==> src/rtl/agc_ratio_req.sv <==
// agc_ratio_req: per-block peak magnitude tracker issuing setpoint/peak divide requests
module agc_ratio_req #(
  parameter int LOG2N = 8,
  parameter int TMO   = 40
) (
  input  logic        clk,
  input  logic        rst,
  input  logic [15:0] sin,
  input  logic        sv,
  input  logic [15:0] sref,
  output logic [15:0] aout,
  output logic [15:0] bout,
  output logic        iv,
  input  logic        ov,
  output logic        busy,
  output logic        drop,
  output logic        err
);
  localparam int TW = $clog2(TMO + 1);
  typedef enum logic [1:0] {HOLD, IDLE, ISSUE, WAIT} state_t;
  state_t state_q;
  logic [TW-1:0] tmr_q;
  logic [LOG2N-1:0] cnt_q;
  logic [14:0] peak_q, blk_peak_q, mag, pk;
  logic [15:0] neg;
  logic pend_q, blk_end;
  always_comb begin
    neg = -sin;
    mag = (sin == 16'h8000) ? 15'h7fff : sin[15] ? neg[14:0] : sin[14:0];
    pk = (mag > peak_q) ? mag : peak_q;
    blk_end = sv && (cnt_q == {LOG2N{1'b1}});
  end
  // tmr_q serves as the holdoff counter in HOLD and the ov timeout in WAIT
  always_ff @(posedge clk) begin
    if (rst) begin
      state_q <= HOLD;
      tmr_q <= TW'(TMO);
      cnt_q <= '0;
      peak_q <= '0;
      blk_peak_q <= '0;
      pend_q <= 1'b0;
      aout <= '0;
      bout <= '0;
      iv <= 1'b0;
      busy <= 1'b0;
      drop <= 1'b0;
      err <= 1'b0;
    end else begin
      iv <= 1'b0;
      err <= 1'b0;
      drop <= blk_end & pend_q;
      pend_q <= blk_end | (pend_q & (state_q != ISSUE));
      if (sv) begin
        cnt_q <= cnt_q + 1'b1;
        peak_q <= blk_end ? '0 : pk;
        if (blk_end) blk_peak_q <= pk;
      end
      case (state_q)
        HOLD: begin
          if (tmr_q == '0) state_q <= IDLE;
          else tmr_q <= tmr_q - 1'b1;
        end
        IDLE: if (pend_q) state_q <= ISSUE;
        ISSUE: begin
          iv <= 1'b1;
          aout <= sref;
          bout <= (blk_peak_q == '0) ? 16'h0001 : {1'b0, blk_peak_q};
          busy <= 1'b1;
          tmr_q <= TW'(TMO);
          state_q <= WAIT;
        end
        WAIT: begin
          // timeout compares against 1 so err lands exactly TMO cycles after iv
          if (ov || tmr_q == TW'(1)) begin
            err <= ~ov;
            busy <= 1'b0;
            state_q <= IDLE;
          end else tmr_q <= tmr_q - 1'b1;
        end
        default: state_q <= HOLD;
      endcase
    end
  end
endmodule

==> config.mk <==
export PLATFORM = sky130hd
export DESIGN_NAME = agc_ratio_req
export DESIGN_NICKNAME = d
export VERILOG_FILES = /design/src/rtl/agc_ratio_req.sv
export SDC_FILE = /design/constraint.sdc
export NUM_CORES = 1
export LEC_CHECK = 0
export CORE_MARGIN = 3
export CORE_UTILIZATION = 30
export CTS_CLUSTER_SIZE = 40
export DETAILED_ROUTE_END_ITERATION = 6
export PLACE_DENSITY = 0.55
export SLEW_MARGIN = 20
export SYNTH_ARGS = -nofsm -noshare
export SYNTH_HDL_FRONTEND = slang
export SYNTH_SLANG_ARGS = --single-unit
==> constraint.sdc <==
create_clock -name clk -period 10.6 [get_ports clk]
set_input_delay 2.12 -clock clk [delete_from_list [all_inputs] [get_ports clk]]
set_output_delay 2.12 -clock clk [all_outputs]
set_load 0.005 [all_outputs]
======== After elaboration in Yosys (flattened, before gate mapping) ========
Index checks and enable logic that the tools add are counted.
storage, ports and cells
  logic and storage cells ................. 61
  output and inout port bits .............. 36
  flip-flop bits (word level) ............. 83
cells by class
  magnitude comparators ................... 1
  reductions and logical operators ........ 12
  bitwise operators ....................... 6
  equal/unequal tests ..................... 12
  muxes and demuxes ....................... 15
  $add $sub $neg .......................... 3
operators with widths
  operator                                                            number
  15-bit 2-to-1 mux                                                   5
  6-bit case mux with 3 select lines                                  1
  16-bit == test, second input constant                               1
  15-bit greater-than comparator                                      1
  15-bit zero test                                                    1
  15-bit negator                                                      1
  6-bit 2-to-1 mux                                                    2
  2-bit != test, second input constant                                6
  8-bit by 1-bit adder with 8-bit output, second input constant       1
  8-bit == test, second input constant                                1
  2-bit case mux with 4 select lines                                  1
  6-bit by 1-bit == test with 1-bit output, second input constant     1
  6-bit zero test                                                     1
  2-bit 2-to-1 mux                                                    3
  3-bit AND reduction                                                 2
  6-bit by 1-bit subtractor with 6-bit output, second input constant  1
  2-bit == test, second input constant                                2
  2-bit AND reduction                                                 2
  1-bit inverter                                                      3
  3-bit nonzero test                                                  1
  3-bit OR reduction                                                  1
  1-bit bitwise AND                                                   2
  2-bit by 1-bit == test with 1-bit output, second input constant     1
  2-bit zero test                                                     1
  6 further kinds                                                     7

======== Longest topological paths before layout ========
Gate-level depths: netlist of the first run.
  depth in word-level cells ............... 6
  gate-level depth with buffers ........... 16

======== Worst setup path after synthesis of the first run ========
No wires, ideal clock.
  path kind ............................... input-to-reg
  start ................................... in sin[1]
  end ..................................... reg peak_q[10]
  arrival ................................. 4.984 ns
  data required time ...................... 10.468 ns
  path slack .............................. 5.483 ns
  stages on the path ...................... 16
  setup time .............................. 0.132 ns
  buffers on the path ..................... 3
  cells stage by stage .................... inv_1 ha_1 nor2b_1 nand3_1 or4_1 buf_2 o21ai_1 ha_1 a21oi_1 o21ai_0 o21ai_0 a31oi_1 buf_2 buf_2 a32oi_1 a21oi_1
on the way
  longest elaborated chain between the ends .. 6
  elaborated cells between the ends (all ways) .. 7
RTL lines
  element                         RTL line  text
  start: declaration              8         input logic [15:0] sin,
  15-bit negator                  28        neg = -sin;
  15-bit 2-to-1 mux               29        mag = (sin == 16'h8000) ? 15'h7fff : sin[15] ? neg[14:0] : sin[14:0];
  15-bit 2-to-1 mux *             29
  15-bit greater-than comparator  30        pk = (mag > peak_q) ? mag : peak_q;
  15-bit 2-to-1 mux *             30
  15-bit 2-to-1 mux *             55        peak_q <= blk_end ? '0 : pk;
  end signal: assignment          55
  end: declaration                24        logic [14:0] peak_q, blk_peak_q, mag, pk;
Mark *: on every way between the ends. The rest lies on a longest branch, timed or not.
A chain may end at the register's enable or synchronous reset.

======== Worst setup path after layout of the first run ========
  start ................................... in sin[0]
  end ..................................... reg peak_q[6]
Same word-level chain as after synthesis.

==> results of run 1 <==
-- worst max-delay path: cells and delay by family --
family	cells	cell delay, ns
AO/OA/AOI/OAI	6	1.70
AND/OR/NAND/NOR	4	1.42
buffers and inverters	2	0.55
adder cells (fa/ha/maj)	2	0.51
-- layout make-up --
type                    instances  share of cell area [%]
multi-input cells             344                    44.2
inverters                      24                    1.69
repair buffers                 71                    13.2
clock buffers                  11                    4.56
flip-flops and latches         82                    30.8
clock inverters                 4                    1.43
well taps                     176                    4.13
-- power groups by stage --
| stage | Sequential (mW) | Clock [mW] | Combinational, mW |
|---|---|---|---|
| final | 0.345 | 0.329 | 0.165 |
| after global routing | 0.347 | 0.352 | 0.187 |
| after CTS | 0.345 | 0.337 | 0.165 |
| after detailed placement | 0.351 | 0 | 0.164 |
| after global placement | 0.350 | 0 | 0.161 |
| after floorplan | 0.348 | 0 | 0.119 |
-- metrics by stage --
step / power, mW / std cells / setup WS [ns]
2_1_floorplan: 0.466 / 478 / 5.48
3_3_place_gp: 0.512 / 697 / 4.08
3_5_place_dp: 0.516 / 697 / 4.01
4_1_cts: 0.848 / 712 / 4.33
5_1_grt: 0.887 / 712 / 4.19
6_report: 0.839 / 712 / 4.52
-- layer usage --
layer	up-vias	GRT usage [%]	wire, µm
met5	-	0	0
met4	0	4.18	90
met3	6	2.32	551
met2	91	19.8	4270
met1	1613	18.4	4920
li1	1815	-	-
-- cell usage after synthesis, types with 2 or more instances --
| library cell | instances |
|---|---|
| clkbuf_1 | 18 |
| a31oi_1 | 13 |
| nor2b_1 | 3 |
| o31ai_1 | 2 |
| nor3_1 | 5 |
| nor4_1 | 5 |
| nand2_1 | 19 |
| and2_1 | 2 |
| nand3_1 | 26 |
| or4_1 | 2 |
| o21ai_0 | 6 |
| or3_1 | 6 |
| xnor2_1 | 2 |
| ha_1 | 23 |
| dfxtp_1 | 82 |
| nand4_1 | 7 |
| a22oi_1 | 7 |
| xor2_1 | 13 |
| buf_2 | 3 |
| nor2_1 | 69 |
| o22ai_1 | 2 |
| o21a_1 | 3 |
| mux2i_1 | 41 |
| nand3b_1 | 6 |
| buf_1 | 6 |
| a211oi_1 | 12 |
| a21o_1 | 2 |
| a21oi_1 | 19 |
| o221ai_1 | 2 |
| and4_1 | 2 |
| inv_1 | 24 |
| o32ai_1 | 8 |
| nand2b_1 | 15 |
| and3_1 | 4 |
-- logic make-up after synthesis --
family	count (synthesis)	synth area share (%)
flip-flops	82	39.3
XOR/XNOR	15	3.14
buffers and inverters	52	4.85
adder cells (fa/ha/maj)	23	6.88
multiplexers	41	9.82
AND/OR/NAND/NOR	178	21.7
AO/OA/AOI/OAI	86	14.2
other	1	0.0897
-- state kept, by name (all words and copies together), names as in the netlist, 2 cells and up --
register,cells
tmr_q,6
bout,15
blk_peak_q,15
state_q,2
cnt_q,8
aout,16
peak_q,15
-- how the worst max path moves through the flow --
stage               depth (start not counted)    from                       to
finish                                     14  sin[0]   peak_q[6]$_SDFFE_PP0P_
floorplan                                  16  sin[1]  peak_q[10]$_SDFFE_PP0P_
global route                               14  sin[0]  peak_q[13]$_SDFFE_PP0P_
CTS                                        14  sin[0]   peak_q[6]$_SDFFE_PP0P_
global placement                           14  sin[0]  peak_q[12]$_SDFFE_PP0P_
detailed placement                         14  sin[0]   peak_q[6]$_SDFFE_PP0P_
==> metrics.md, run 1 <==
| Metric | Value |
|---|---|
| Outcome | finished clean |
| Starting Density | 31.1% |
| Post-route cell area | ~0.0053 mm² |
| Number of synthesized flops with an enable pin | 0 |
| Clk network pwr share | 39.2% |
| Final Setup Violations | 0 |
| PortBufs | 70 |
| Post-synth top flop | dfxtp_1 |
| Register area | between 0.0015 and 0.002 mm² |
| Hold EP | pend_q$_SDFF_PP0_ |
| Crit share post-route | 57.4% |
| Switching Power | 0.226 mW |
| Total grt overflow | 0 |
| Syn Area/Cell | 8.75 µm² |
| CTS tree | done |
| Die height | 124 µm |
| Cell accounting for the most synthesized area | dfxtp_1 |
| Routed Wire Length | 9840 µm |
| Headroom to the max-slew limit | slightly below 30% |
| Core Area | 0.0135 mm² |
| Clk_skew | 0.00722 ns |
| Crit path max-delay cell type | or4_1 |
| Gpl congestion | between 0.8 and 0.9 |
| DRT Pass-1 Iters | 4 |
| CP endpoint kind | flip-flop |
| Highest clock rate | 164 MHz |
| Longest Clk Path Bufs | 2 |
| Io pins | 72 |
| Max_cap viols | 0 |
| Synthesized area | about 0.0042 mm² |
| Comb power frac | 19.6% |
| Die W | 124 µm |
| Yosys top cell area share | 39.3% |
| Initial DRC count | between 200 and 300 |
| Post_cts resized | 0 |
| Clock period minus final worst setup slack | 6.08 ns |
| Share of cells above drive strength 1 | under 10% |
| Synth top area cells | dfxtp_1 (39%), mux2i_1 (9.8%), ha_1 (6.9%) |
| Leak Pwr | 1.86 nW |
| Worst Path Arrival | 6.31 ns |
| Row count | 42 |
| Seq/Total Area, Yosys | 39.3% |
| Vias in the first global route | 3284 |
| Clock sinks | 82 |
| Ant. Diodes | 0 |
| Total global routing track utilization | 12.9% |
| Maximum vdd drop | 0.0000812 V |
| Largest net degree at the start of global routing | between 80 and 90 |
| DR vias | approximately 3500 |
| Fin Hold WS | 0.475 ns |
| Seq pwr share | roughly 40% |
| Tightest Pin Transition | 1.06 ns |
| Post-DR wirelength/cell | 13.8 µm |
| FF-to-FF End | peak_q[6]$_SDFFE_PP0P_ |
| Worst setup SP type | input port |
| Initial antenna violation count | 0 |
| Commonest non-fill, non-tap cells in the layout | dfxtp_1 (82), nor2_1 (69), clkdlybuf4s50_1 (69) |
| H-Tree Depth | 3 |
| Async S/R FF share, synth | 0% |
| Synth Warn # | 0 |
| Clock Tree Root | clkbuf_16 |
| Post-CTS Setup Repair Bufs | 0 |
| Total CTS buffers | 9 |
| Yosys cell types | 53 |
| HPWL after DPL | 7220 µm |
| Switching share of power | 26.9% |
| Skew-Pair Late Insertion Delay | 0.33 ns |
| Synthesized flop and latch total | 82 |
| Internal power | 0.613 mW |
| Layout Utilization | about 40% |
| Clk slew on worst S/H paths | 0.06 ns |
| Required time worst endpoint | 10.83 ns |
| Multi-input gate area | 0.00235 mm² |
| Max Slew Vio Count | 0 |
| First-pass GRT wire length | around 16000 µm |
| RSZ-0062 raised after global routing | no |
| R2R Setup Slk | 7.98 ns |
| Hold Vio Cnt, Final | 0 |
| WHS Path Cells | 2 |
| Post-synth net total | between 500 and 600 |
| CP cell instances | clkdlybuf4s50_1, inv_1, ha_1, nor2b_1, nand3_1, or4_1, nand3_1, ha_1, a21oi_1, a21oi_1, o21ai_0, a31oi_4, o21a_1, o32ai_1 |
| Placed cell areas | 0.00500 mm² |
| Post-DRT Antenna Nets | 0 |
| HP Class | flip-flop to flip-flop |
| Die area | 0.0154 mm² |
| Final TNS setup | 0 ns |
| Via/cell ratio | slightly below 5 |
| R2R Path Start | peak_q[14]$_SDFFE_PP0P_ |
| Pwr dens | between 150 and 200 mW/mm² |
| Slowest stage delay, CP | 0.68 ns |
| R2R depth | 7 |
| Layout Nets | 591 |
| Cts hold-fix bufs | 0 |
| Critical path class | input port to flip-flop |
| Synth Instances | between 400 and 500 |
| Largest fanout on the critical path | 22 |
| # DRC | 0 |
| Most common cell after layout, fill and taps aside | dfxtp_1 |
| Synthesis-to-layout area growth | 27.4% |
| Hold path start | pend_q$_SDFF_PP0_ |
| Fillers | 1380 |
Note: power is estimated with default switching activity, not from simulation.
==> run 2: changes to the inputs <==
--- a/config.mk
+++ b/config.mk
@@ -9,7 +9,7 @@
 export CORE_UTILIZATION = 30
 export CTS_CLUSTER_SIZE = 40
 export DETAILED_ROUTE_END_ITERATION = 6
-export PLACE_DENSITY = 0.55
+export PLACE_DENSITY = 0.57
 export SLEW_MARGIN = 20
 export SYNTH_ARGS = -nofsm -noshare
 export SYNTH_HDL_FRONTEND = slang
==> constraint.sdc (replaced) <==
create_clock -name clk -period 5.5 [get_ports clk]
set_input_delay 1.1 -clock clk [delete_from_list [all_inputs] [get_ports clk]]
set_output_delay 1.1 -clock clk [all_outputs]
set_load 0.005 [all_outputs]
==> run 2 against run 1 <==
Net effect:
- clock power is 81% higher
- highest routed layer unchanged
- flip-flop and latch count did not move
- critical path depth increased by 1
- power rose by 88%
- combinational power grew 95%
==> metrics.md, run 2 (synthesized netlist as in run 1, its figures left out) <==
| Metric | Value |
|---|---|
| # DRC | 0 (unchanged) |
| Headroom to the max-slew limit | 30.3% (was 29.1%) |
| Skew-Pair Late Insertion Delay | 0.33 ns (about the same) |
| M1 WL | 4960 µm (was 4920 µm) |
| Clock Tree Root | clkbuf_16 (unchanged) |
| Ant. Diodes | 0 (unchanged) |
| CP endpoint kind | flip-flop (unchanged) |
| Pwr dens | 296 mW/mm² (was 157 mW/mm²) |
| Gpl congestion | 0.900 (was 0.867) |
| Hold Vio Cnt, Final | 0 (unchanged) |
| Die area | 0.0154 mm² (unchanged) |
| Post-route cell area | 0.00533 mm² (about the same) |
| Worst Path Arrival | 5.14 ns (was 6.31 ns) |
| Final TNS setup | 0 ns (unchanged) |
| Required time worst endpoint | 5.75 ns (was 10.83 ns) |
| Hold path start | pend_q$_SDFF_PP0_ (unchanged) |
| Largest net degree at the start of global routing | 48 (was 89) |
| Via/cell ratio | 5.00 (was 4.95) |
| HPWL after DPL | 7430 µm (was 7220 µm) |
| Core Area | 0.0135 mm² (unchanged) |
| Non-Filler Instances | 718 (was 712) |
| Total CTS buffers | 9 (unchanged) |
| R2R depth | 9 (was 7) |
| R2R Setup Slk | 3.03 ns (was 7.98 ns) |
| CTS tree | done (unchanged) |
| Largest fanout on the critical path | 15 (was 22) |
| Share of cells above drive strength 1 | 5.90% (was 4.85%) |
| WHS Path Cells | 2 (unchanged) |
| FF-to-FF End | peak_q[8]$_SDFFE_PP0P_ (was peak_q[6]$_SDFFE_PP0P_) |
| Dpl ws | 0.279 ns (was 4.01 ns) |
| Max Slew Vio Count | 0 (unchanged) |
| Top Metal Used | met4 (unchanged) |
| Vias in the first global route | 3473 (was 3284) |
| Longest Clk Path Bufs | 2 (unchanged) |
| R2R Path Start | peak_q[2]$_SDFFE_PP0P_ (was peak_q[14]$_SDFFE_PP0P_) |
| Final Setup Violations | 0 (unchanged) |
| Initial DRC count | 234 (was 266) |
| Maximum vdd drop | 0.000134 V (was 0.0000812 V) |
| Cts hold-fix bufs | 0 (unchanged) |
| Placed cell areas | 0.00504 mm² (was 0.00500 mm²) |
| Total global routing track utilization | 13.5% (was 12.9%) |
| DR vias | 3590 (was 3525) |
| Worst setup SP type | input port (unchanged) |
| Metal2 WL | 4450 µm (was 4270 µm) |
| Fin Hold WS | 0.473 ns (was 0.475 ns) |
| Crit path from | sin[1] (was sin[0]) |
| Leak Pwr | 1.88 nW (was 1.86 nW) |
| Routed Wire Length | 10100 µm (was 9840 µm) |
| Layout Utilization | 39.6% (about the same) |
| Die height | 124 µm (unchanged) |
| Post-DRT Antenna Nets | 0 (unchanged) |
| Post_cts resized | 0 (unchanged) |
| Critical path class | input port to flip-flop (unchanged) |
| Largest Register | aout (unchanged) |
| H-Tree Depth | 3 (unchanged) |
| Clock period minus final worst setup slack | ~4.9 ns |
| Crit share post-route | 88.8% |
| Initial antenna violation count | 0 (unchanged) |
| Hold EP | pend_q$_SDFF_PP0_ (unchanged) |
| Detailed route wirelength on metal3 | 544 µm (was 551 µm) |
| RSZ-0062 raised after global routing | no (unchanged) |
| Io pins | 72 (unchanged) |
| Setup ws final | 0.618 ns (was 4.52 ns) |
| Row count | 42 (unchanged) |
| Synthesis-to-layout area growth | 27.6% (was 27.4%) |
| Post-CTS Setup Repair Bufs | 0 (unchanged) |
| Post-DR wirelength/cell | 14.0 µm (was 13.8 µm) |
| Commonest non-fill, non-tap cells in the layout | dfxtp_1 (82), nor2_1 (69), clkdlybuf4s50_1 (69) (unchanged) |
| HP Class | flip-flop to flip-flop (unchanged) |
| Highest clock rate | 205 MHz |
| First-pass GRT wire length | 16700 µm (was 15900 µm) |
| DRT Pass-1 Iters | 5 (was 4) |
| Tightest Pin Transition | 1.05 ns (was 1.06 ns) |
| PortBufs | 70 (unchanged) |
| Total grt overflow | 0 (unchanged) |
| Max_cap viols | 0 (unchanged) |
| Clk_skew | 0.00358 ns (was 0.00722 ns) |
| Inst Count DP | 702 (was 697) |
| Layout Nets | 596 (was 591) |
| Outcome | finished clean (unchanged) |
| Clock sinks | 82 (unchanged) |
| Starting Density | 31.1% (unchanged) |
| Most common cell after layout, fill and taps aside | dfxtp_1 (unchanged) |
| Die W | 124 µm (unchanged) |
| Clk slew on worst S/H paths | 0.06 ns (about the same) |
| Max reg flops | 16 (unchanged) |
| Tot Pwr | 1.58 mW (was 0.839 mW) |
-- run 2: cell count changes in the layout (fill, tap and decap cells not counted), sizes merged --
cell,delta
buf,+5
bufinv,-1
clkinv,+3
clkinvlp,-1
-- run 2: routing by layer --
layer  global-route usage [%]  up-vias
li1                         -     1831
met1                     18.3     1663
met2                     21.8       87
met3                     2.41        9
met4                     4.52        0
met5                        0        -
-- run 2: final cells by class --
| class | count | area [µm²] |
|---|---|---|
| inverter | 24 | 90.1 |
| tap | 176 | 220 |
| timing repair buffer | 76 | 741 |
| clock buffer | 11 | 243 |
| multi-input combinational | 344 | 2340 |
| clock inverter | 5 | 53.8 |
| fill | 1391 | 8120 |
| sequential | 82 | 1640 |
-- run 2: power breakdown --
part | internal [mW] | switching (mW) | total [mW]
Clock | 0.362 | 0.231 | 0.594
Sequential | 0.632 | 0.0335 | 0.666
Combinational | 0.143 | 0.177 | 0.321
Total | 1.14 | 0.442 | 1.58
-- run 2: critical path, stage by stage --
cell	delay [ns]
clkdlybuf4s50_1	0.44
inv_1	0.12
ha_1	0.21
nor2b_1	0.27
nand3_1	0.17
or4_1	0.65
o21ai_1	0.24
ha_1	0.31
a21oi_1	0.17
o21ai_0	0.09
o21ai_0	0.33
a31oi_2	0.25
buf_4	0.26
or3_1	0.35
a31oi_1	0.17
-- run 2: how the worst max path moves through the flow --
stage                               to  slack, ns  cells past startpoint
3_5_place_dp    peak_q[8]$_SDFFE_PP0P_       0.28                     15
2_1_floorplan  peak_q[10]$_SDFFE_PP0P_       1.40                     16
4_1_cts         peak_q[8]$_SDFFE_PP0P_       0.64                     15
5_1_grt         peak_q[8]$_SDFFE_PP0P_       0.33                     15
6_report        peak_q[8]$_SDFFE_PP0P_       0.62                     15
3_3_place_gp    peak_q[7]$_SDFFE_PP0P_       0.49                     15
